File: config.mk
export PLATFORM = sky130hd
export DESIGN_NAME = mem_copy_engine_flat
export DESIGN_NICKNAME = d
export VERILOG_FILES = /design/src/rtl/mem_copy_if.sv /design/src/rtl/mem_copy_engine.sv /design/src/flat_wrapper.sv
export SDC_FILE = /design/constraint.sdc
export NUM_CORES = 1
export LEC_CHECK = 0
export ABC_AREA = 0
export CORE_AREA = 2 2 158 160
export CTS_BUF_LIST = sky130_fd_sc_hd__clkbuf_8
export DETAILED_ROUTE_END_ITERATION = 12
export DIE_AREA = 0 0 160 162
export MAX_ROUTING_LAYER = met4
export PLACE_DENSITY = 0.55
export SYNTH_ARGS = -nofsm -noshare
export SYNTH_HDL_FRONTEND = slang
export SYNTH_SLANG_ARGS = --single-unit
File: constraint.sdc
create_clock -name clk -period 8.6 [get_ports clk]
set_clock_uncertainty 0.15 [all_clocks]
set_input_delay 1.72 -clock clk [delete_from_list [all_inputs] [get_ports clk]]
set_output_delay 1.72 -clock clk [all_outputs]
set_load 0.1 [all_outputs]
File: src/rtl/mem_copy_if.sv
// Control and memory-bus bundle for mem_copy_engine.
// The master modport is the engine side; slave is the controller/memory side.
interface mem_copy_if #(
  parameter int LEN_W = 16
);
  logic             start;
  logic [31:0]      src;
  logic [31:0]      dst;
  logic [LEN_W-1:0] len;
  logic             busy;
  logic             done;
  logic             mem_we;
  logic [31:0]      mem_a;
  logic [31:0]      mem_wd;
  logic [31:0]      mem_rd;

  modport master (
    input  start, src, dst, len, mem_rd,
    output busy, done, mem_we, mem_a, mem_wd
  );

  modport slave (
    output start, src, dst, len, mem_rd,
    input  busy, done, mem_we, mem_a, mem_wd
  );
endinterface

File: src/rtl/mem_copy_engine.sv
// Block-move engine: copies len words from src to dst in ascending order,
// one read cycle then one write cycle per word, on a single-port memory.
module mem_copy_engine #(
  parameter int LEN_W = 16
) (
  input  logic       clk,
  input  logic       reset,
  mem_copy_if.master bus
);

  typedef enum logic [1:0] {
    IDLE  = 2'd0,
    READ  = 2'd1,
    WRITE = 2'd2,
    DONE  = 2'd3
  } state_e;

  state_e           state_q, state_d;
  logic [31:0]      src_q,   src_d;
  logic [31:0]      dst_q,   dst_d;
  logic [31:0]      data_q,  data_d;
  logic [LEN_W-1:0] len_q,   len_d;
  logic [LEN_W-1:0] cnt_q,   cnt_d;
  logic [31:0]      cnt_off;

  // Synchronous reset clears every register; the engine is small enough that
  // clearing the data holding register too costs nothing and keeps mem_wd defined.
  always_ff @(posedge clk) begin
    if (reset) begin
      state_q <= IDLE;
      src_q   <= '0;
      dst_q   <= '0;
      data_q  <= '0;
      len_q   <= '0;
      cnt_q   <= '0;
    end else begin
      // NOTE: non-blocking assignments so every register updates from the
      // values present before the edge, independent of statement order.
      state_q <= state_d;
      src_q   <= src_d;
      dst_q   <= dst_d;
      data_q  <= data_d;
      len_q   <= len_d;
      cnt_q   <= cnt_d;
    end
  end

  // Termination compares against len_q-1, so cnt_q never has to reach len_q.
  always_comb begin
    // NOTE: every combinational output gets a default first so no path
    // through the case statement can leave a latch behind.
    state_d = state_q;
    src_d   = src_q;
    dst_d   = dst_q;
    data_d  = data_q;
    len_d   = len_q;
    cnt_d   = cnt_q;
    unique case (state_q)
      IDLE: begin
        if (bus.start) begin
          src_d   = bus.src & 32'hFFFF_FFFC;
          dst_d   = bus.dst & 32'hFFFF_FFFC;
          len_d   = bus.len;
          cnt_d   = '0;
          state_d = (bus.len != '0) ? READ : DONE;
        end
      end
      READ: begin
        data_d  = bus.mem_rd;
        state_d = WRITE;
      end
      WRITE: begin
        if (cnt_q == len_q - LEN_W'(1)) begin
          state_d = DONE;
        end else begin
          cnt_d   = cnt_q + LEN_W'(1);
          state_d = READ;
        end
      end
      DONE: state_d = IDLE;
      default: state_d = IDLE;
    endcase
  end

  assign cnt_off = 32'(cnt_q) << 2;

  // Outputs depend only on registered state, never directly on inputs.
  always_comb begin
    bus.busy   = 1'b0;
    bus.done   = 1'b0;
    bus.mem_we = 1'b0;
    bus.mem_a  = '0;
    bus.mem_wd = '0;
    unique case (state_q)
      READ: begin
        bus.busy  = 1'b1;
        bus.mem_a = src_q + cnt_off;
      end
      WRITE: begin
        bus.busy   = 1'b1;
        bus.mem_we = 1'b1;
        bus.mem_a  = dst_q + cnt_off;
        bus.mem_wd = data_q;
      end
      DONE: bus.done = 1'b1;
      default: ;
    endcase
  end

endmodule

File: src/flat_wrapper.sv
// flat-port wrapper written by rule: the top's interface ports become plain ports
module mem_copy_engine_flat 
#(
  parameter int LEN_W = 16
)
  (clk, reset, bus_start, bus_src, bus_dst, bus_len, bus_mem_rd, bus_busy, bus_done, bus_mem_we, bus_mem_a, bus_mem_wd);
  mem_copy_if #(.LEN_W(LEN_W)) bus_i ();
  input  logic clk;
  input  logic reset;
  input wire logic [$bits(bus_i.start)-1:0] bus_start;
  input wire logic [$bits(bus_i.src)-1:0] bus_src;
  input wire logic [$bits(bus_i.dst)-1:0] bus_dst;
  input wire logic [$bits(bus_i.len)-1:0] bus_len;
  input wire logic [$bits(bus_i.mem_rd)-1:0] bus_mem_rd;
  output wire logic [$bits(bus_i.busy)-1:0] bus_busy;
  output wire logic [$bits(bus_i.done)-1:0] bus_done;
  output wire logic [$bits(bus_i.mem_we)-1:0] bus_mem_we;
  output wire logic [$bits(bus_i.mem_a)-1:0] bus_mem_a;
  output wire logic [$bits(bus_i.mem_wd)-1:0] bus_mem_wd;
  assign bus_i.start = bus_start;
  assign bus_i.src = bus_src;
  assign bus_i.dst = bus_dst;
  assign bus_i.len = bus_len;
  assign bus_i.mem_rd = bus_mem_rd;
  assign bus_busy = bus_i.busy;
  assign bus_done = bus_i.done;
  assign bus_mem_we = bus_i.mem_we;
  assign bus_mem_a = bus_i.mem_a;
  assign bus_mem_wd = bus_i.mem_wd;
  mem_copy_engine #(.LEN_W(LEN_W)) u_core (.clk(clk), .reset(reset), .bus(bus_i));
endmodule
=== Word-level counts from Yosys, hierarchy flattened ===
Index checks and enable logic that the tools add are counted.

* Register bits after elaboration: 126
* Input port bits: 115
* Output and inout port bits: 67
* Word-level logic and storage cells: 34

* $add $sub $neg: 4
* Equality and inequality tests: 6
* Multiplexer cells: 12
* Reduce and logical (&&, ||, !) cells: 6

{| class="wikitable"
|+ Operator list
! operator !! number
|-
| $add 32x18->32 || 2
|-
| $pmux 32 s2 || 1
|-
| $mux 16 || 2
|-
| $mux 32 || 1
|-
| $pmux 16 s2 || 1
|-
| $add 16x1->16 const B || 1
|-
| $eq 16x16->1 || 1
|-
| $reduce_bool 16->1 || 1
|-
| $sub 16x1->16 const B || 1
|-
| $pmux 2 s4 || 1
|-
| $mux 2 || 3
|-
| $eq 2x2->1 const B || 2
|-
| $ne 2x2->1 const B || 2
|-
| $mux 1 || 3
|-
| $reduce_and 3->1 || 1
|-
| $eq 2x1->1 const B || 1
|-
| $logic_not 2->1 || 1
|-
| $reduce_and 2->1 || 1
|-
| $reduce_bool 2->1 || 1
|-
| $reduce_or 2->1 || 1
|}

=== Logic depth before layout (Yosys ltp) ===
* Word-level depth: 4
* Mapped depth: 17
* Depth with buffers taken out: 13

=== Least setup slack after synthesis ===
Ideal clock, no wire load.

* Kind: register to output
* Start point: reg u_core.state_q[0]
* End point: out bus_mem_a[22]
* Arrival time: 5.524 ns
* Data required time: 6.730 ns
* Slack: 1.206 ns
* Cell stages (with the launch flop): 18
* Buffers on the path: 4
* Cell sequence: dfxtp_1 -> inv_1 -> ha_1 -> clkbuf_1 -> buf_8 -> clkbuf_1 -> buf_1 -> mux2_2 -> ha_1 -> fa_1 -> a211oi_1 -> o21a_1 -> nor3_1 -> a221o_1 -> a41o_1 -> nand3_1 -> xor2_1 -> and2_1

* Word-level cells in the longest chain between the ends: 2
* Elaborated cells between the ends (all ways): 3
* Classes of those cells: eq/ne (2); mux (1)

{| class="wikitable"
|+ RTL lines
! element !! RTL line !! text
|-
| start, declared || mem_copy_engine.sv:18 || <nowiki>state_e state_q, state_d;</nowiki>
|-
| start signal, assigned || mem_copy_engine.sv:39 || <nowiki>state_q <= state_d;</nowiki>
|-
| $eq 2x2->1 or $eq 2x1->1 (tied branches) || mem_copy_engine.sv:94 || <nowiki>unique case (state_q)</nowiki>
|-
| $pmux 32 s2 * || mem_copy_engine.sv:94 ||
|-
| end, declared || flat_wrapper.sv:18 || <nowiki>output wire logic [$bits(bus_i.mem_a)-1:0] bus_mem_a;</nowiki>
|}

Every way passes the cells marked *; elsewhere a longest branch is shown, timed or not.

=== Worst setup path in the final report ===
* Start point: reg u_core.state_q[0]
* End point: out bus_mem_a[31]

The elaborated chain is that of the path after synthesis.

==> impl_metrics.yaml <==
status:
  status: "completed"
yosys:
  synthFlopType: "dfxtp_1"
  postSynthAreaPerCell_um2: 7.97
  ys_types: 69
  async_flop_share: 0
  synth_edf_count: 0
  synth_top_cell_by_area: "dfxtp_1"
  yosys-top-cells-area: "dfxtp_1 35%, nand2_1 9.4%, mux2i_1 6.8%"
  ys_ff_latch: 126
  yosys_warnings: 0
  seq_area_frac_synth: 0.351
  syn_inst: 903
  syn_area_um2: 7190
  yosys.area.top_type_share: 0.351
critical_path:
  r2r_slack_ns: 5.13
  crit_path_start_kind: "flop"
  required_ns: 6.73
  r2r_cells: 8
  end_kind: "output port"
  worstPathArrival_ns: 5.45
  cp_max_fo: 45
  critPathKind: "flop to output port"
timing:
  timing.final.crit_share: 0.851
  tightestPinTransition_ns: 1.05
  setup_viol: 0
  final-hold-violation-count: 0
  rsz0062_at_grt: "no"
  slew_violations: 0
  final.min_clock_period_ns: 7.32
  fmax_mhz: 137
  setup_tns_ns: 0
  relSlewSlack: 0.300
cells_and_area:
  utilization: 0.393
  drive_gt1_frac: 0.0702
  area_growth_pct: 31.7
  layout_common_cells: "181 x nand2_1, 174 x clkdlybuf4s50_1, 126 x dfxtp_1"
  final_nets: 1179
  final_common_cell: "nand2_1"
floorplanning:
  dieArea_um2: 25900
  ios: 182
  die_h_um: 162
  core.rowCount: 57
  coreArea_um2: 24100
  fp.dieW_um: 160
  start_util: 0.298
clocking:
  postCtsSetupBuffers: 0
  clk_pin_slew_ns: 0.08
  cts-root-buf: "clkbuf_8"
  cts-hold-fix-buffers: 0
  cts_tree: "done"
  clkLatencyLatePin_ns: 0.44
  clock_path_buffers: 2
  cts_sinks: 126
  postCtsResizedCells: 0
  htree_levels: 4
  cts_buffers: 17
pwr:
  vdd_ir_drop_max_mv: 0.140
  p_per_area_nw_per_um2: 272
  leakage_uw: 0.00357
grt:
  overflow: 0
  met2_usage: 0.281
  antenna_found_initial: 1
  use_met3: 0.0467
  grt_use_total: 0.165
  grt_most_used_layer: "met2"
  grt_max_degree: 90
  grt_pass1_vias: 6595
  grt_pass1_wl_mm: 33.4
  met1_usage: 0.192
routing:
  vias: 6646
  ant_nets: 0
  drt_iter0_markers: 325
  wl_per_cell_um: 15.1
  drt_pass1_iterations: 4
  drt-total-wl_mm: 20.8
  vias_per_cell: 4.82
  drc: 0
placement:
  io_buffers: 175
  gp_congestion: 0.770
  dp_hpwl_mm: 14.6
hold_path:
  hold_depth: 2
  min_path_type: "flop to flop"
job:
  maxCapViolations: 0
[cell type report]
type                       count  area [µm²]
antenna                        1        2.50
clock buffer                  17         234
clock inverter                15         160
fill                        2599       14600
inverter                       9        33.8
multi-input combinational    708        4340
sequential                   126        2520
tap                          324         405
timing repair buffer         179        1780
[worst max-delay path, stage by stage (launching register included)]
cell and delay [ns]:
dfxtp_1 0.34, inv_1 0.12, ha_4 0.48, buf_4 0.59, mux2_2 0.41, ha_1 0.37
and3_1 0.24, and3_1 0.17, nand3_1 0.11, nand4b_1 0.15, nand2_1 0.26, nor4_1 0.30
xnor2_1 0.15, and2_1 0.14, clkdlybuf4s50_1 1.17
[final timing paths]
check                                                endpoint                      startpoint
worst max-delay path                            bus_mem_a[31]  u_core.state_q[0]$_SDFFE_PP0P_
worst min-delay path            u_core.dst_q[14]$_SDFFE_PP0P_   u_core.dst_q[14]$_SDFFE_PP0P_
worst max register to register   u_core.cnt_q[5]$_SDFFE_PP0P_  u_core.state_q[0]$_SDFFE_PP0P_
worst min register to register  u_core.dst_q[14]$_SDFFE_PP0P_   u_core.dst_q[14]$_SDFFE_PP0P_
[report_power, final]
group          total [µW]  internal [µW]  switching [µW]
combinational        1280            421             857
sequential            769            693            76.7
clock                 533            262             271
total                2580           1380            1210
[sequential cells by signal (all words and copies together), names as in the netlist]
signal and cells:
u_core.data_q 32, u_core.src_q 30, u_core.cnt_q 16, u_core.len_q 16, u_core.dst_q 30, u_core.state_q 2
[cells by family (layout without fill, tap and decap cells)]
group,after synthesis,after routing,share of synthesized area
adders and majority gates,23,23,0.0410
muxes,65,65,0.0932
other,1,3,0.000521
and+or+nand+nor,403,403,0.271
buffers and inverters,70,220,0.0489
xor gates and xnor gates,34,34,0.0414
AOI/OAI and AO/OA,181,181,0.154
DFF,126,126,0.351
[synth_stat cells (all sizes together) (2+ instances only)]
cell / instances
nand2b: 3
a32o: 11
a21oi: 96
dfxtp: 126
o21a: 10
o21bai: 2
mux2i: 49
nand4: 7
nor2b: 3
a21o: 5
nor2: 58
a2111oi: 2
ha: 22
or3: 7
buf: 18
nor3b: 5
nand2: 183
and3b: 3
a31oi: 4
nor4: 13
a31o: 2
and2: 51
nand3: 20
clkbuf: 42
nor4b: 3
and3: 15
o21ai: 30
a211oi: 7
inv: 9
or2: 2
a41o: 2
xnor2: 17
xor2: 17
nor3: 21
or4: 4
mux2: 16
[layer usage]
layer / wire length, µm / part of all wire
met5: 0 / 0
met2: 10100 / 0.49
met4: 192 / 0.0092
met1: 9390 / 0.45
met3: 1110 / 0.054
[metrics by stage]
| step | hold slack (ns) | total power [µW] | setup slack, ns | instance area [µm²] | std cells |
|---|---|---|---|---|---|
| floorplan | 0.283 | 1770 | 1.21 | 7200 | 904 |
| global placement | 0.289 | 2070 | 1.69 | 9080 | 1346 |
| detailed placement | 0.295 | 2080 | 1.67 | 9080 | 1346 |
| CTS | 0.306 | 2630 | 1.16 | 9480 | 1378 |
| global route | 0.322 | 2750 | 0.840 | 9480 | 1379 |
| finish | 0.305 | 2580 | 1.28 | 9480 | 1379 |
Power figures use the tool's default switching activity.
==> RTL edit: new RTL, config.mk and constraints unchanged <==
Re-encode `state_e` (4 states) as one-hot, 4 bits wide.
--- a/src/rtl/mem_copy_engine.sv
+++ b/src/rtl/mem_copy_engine.sv
@@ -9,9 +9,9 @@
 );
 
-  typedef enum logic [1:0] {
-    IDLE  = 2'd0,
-    READ  = 2'd1,
-    WRITE = 2'd2,
-    DONE  = 2'd3
+  typedef enum logic [3:0] {
+    IDLE  = 4'b0001,
+    READ  = 4'b0010,
+    WRITE = 4'b0100,
+    DONE  = 4'b1000
   } state_e;
 
Function: same outputs for any inputs over 10 cycles, from zero or initial values and one cycle with reset high; not proved beyond that.
==> RTL edit against the original RTL <==
Largest cell class unchanged. Design area about the same. Wire length grew 4.4%. Sequential cell count increased by 2. Worst setup slack gained 210 ps. Synthesized cell count increased by 9.1%. Count of clock-buffer cells in the layout is the same. Fmax is 3.0% higher. Area after synthesis fell by 0.28%.
Power is not compared: it rests on default switching activity, and its combinational part moved more than twofold at a synthesized area within 25%.
==> RTL edit: results (changes against the original RTL) <==
Placed design
  – DP Area: 9090 um2 (about the same)
  – Port bufs: 175 (unchanged)
  – HPWL Detailed: 15.5 mm (+6.2%)
  – Placer Congestion: 0.853 (+11%)
  – Placed instance count: 1428 (+6.1%)
  – Setup WS pre-CTS: 2000 ps (+326 ps)

Status
  – Status: completed

Cells and area
  – Share of cells above drive strength 1: 0.0643 (-0.00595)
  – Top flop regs: u_core.data_q: 32 flops, u_core.dst_q: 30 flops, u_core.src_q: 30 flops
  – Nets: 1257 (+6.6%)

Routing
  – Routed wire per std cell: 14.9 um (-1.5%)
  – DR vias: 7063 (+6.3%)
  – Met3 wire len: 906 um (-19%)
  – Top Layer Used: met4
  – TritonRoute pass-1 iters: 5 (+1)
  – Metal2 WL: 10.7 mm (+6.2%)
  – Initial drt markers: 376 (+16%)
  – WL met1: 9.82 mm (+4.5%)
  – DRT Wirelength: 21.7 mm (+4.4%)

Synthesis
  – Synth Area in Compound Gates: 0.172 (+0.0182)
  – Avg Inst Size Synth: 7.28 um2 (-8.6%)
  – Post-synth ARST share: 0 (unchanged)
  – Sequential fraction of the synthesis area: 0.357 (+0.00656)
  – XOR/XNOR Fraction of Synth Area: 0.0623 (+0.0209)
  – Post-synthesis adder-cell area fraction: 0.0342 (-0.00686)
  – Top post-synthesis cells by area: dfxtp_1 36%, nand2_1 16%, a21oi_1 10%, and2_1 3.3%, xor2_1 3.2%
  – Post-synthesis mux area share: 0.0220 (-0.0712)
  – Post-synth top cells: 300 x nand2_1, 143 x a21oi_1, 128 x dfxtp_1
  – Number of synthesized flops with an enable pin: 0 (unchanged)
  – Post-synth top flop: dfxtp_1
  – Yosys top cell area share: 0.357 (+0.00656)
  – Yosys warns: 0 (unchanged)
  – Cell variety after synth: 62 (-10%)

GRT
  – Largest net degree at the start of global routing: 83 (-7.8%)
  – Met2 usage: 0.295 (+0.0138)
  – First-pass GRT wire length: 34.9 mm (+4.5%)
  – Initial antenna violation count: 1 (unchanged)
  – Total track usage: 0.172 (+0.00784)
  – GRT met3 Usage: 0.0386 (-0.00817)
  – Vias in the first global route: 6733 (+2.1%)
  – GR Util met1: 0.209 (+0.0174)

Critical path
  – CP arrival: 5240 ps (-210 ps)
  – CP peak stage delay: 650 ps (-520 ps)
  – Slowest cell on the critical path: o21ai_1
  – Cell family with most CP delay: simple AND/OR/NAND/NOR gates
  – Peak fanout along the critical path: 43 (-4.4%)

Clocking
  – Root Buffer Master: clkbuf_8
  – H-Tree Depth: 4 (unchanged)
  – Clk buf depth: 2 (unchanged)
  – Worst skew pair latency: 450 ps
  – Post_cts resized: 0 (unchanged)
  – Clk slew on worst S/H paths: 80 ps (about the same)
  – Cts bufs inserted: 17 (unchanged)
  – Setup Buffers After CTS: 0 (unchanged)

Min path
  – Worst hold path class: flop to flop

Power and ir drop
  – Power Sequential: 650 uW
  – Pleak: 3.53 nW
  – Max VDD drop: 0.0859 mV
  – P per Cell Area: 148 nW/um2

STA
  – Max-slew headroom: 0.317 (+0.0172)
RTL edit: worst paths after layout:
check	start	end	slack, ps	cells past startpoint
worst min register to register	u_core.data_q[23]$_SDFFE_PP0P_	u_core.data_q[23]$_SDFFE_PP0P_	300	2
worst max register to register	u_core.state_q[3]$_SDFFE_PP0P_	u_core.cnt_q[15]$_SDFFE_PP0P_	4910	7
worst max-delay path	u_core.state_q[3]$_SDFFE_PP0P_	bus_mem_a[26]	1490	15
worst min-delay path	u_core.data_q[23]$_SDFFE_PP0P_	u_core.data_q[23]$_SDFFE_PP0P_	300	2
RTL edit: area by class of cell:
type,instances,area (um2)
clock buffer,17,234
fill,2646,14600
tap,324,405
sequential,128,2560
clock inverter,15,161
multi-input combinational,784,4320
inverter,10,37.5
antenna,1,2.50
timing repair buffer,182,1760
RTL edit: kinds of logic after synthesis:
family	Yosys count
muxes	15
AOI/OAI and AO/OA	216
DFF	128
xor gates and xnor gates	51
other	1
and+or+nand+nor	481
adders and majority gates	19
buffers and inverters	74
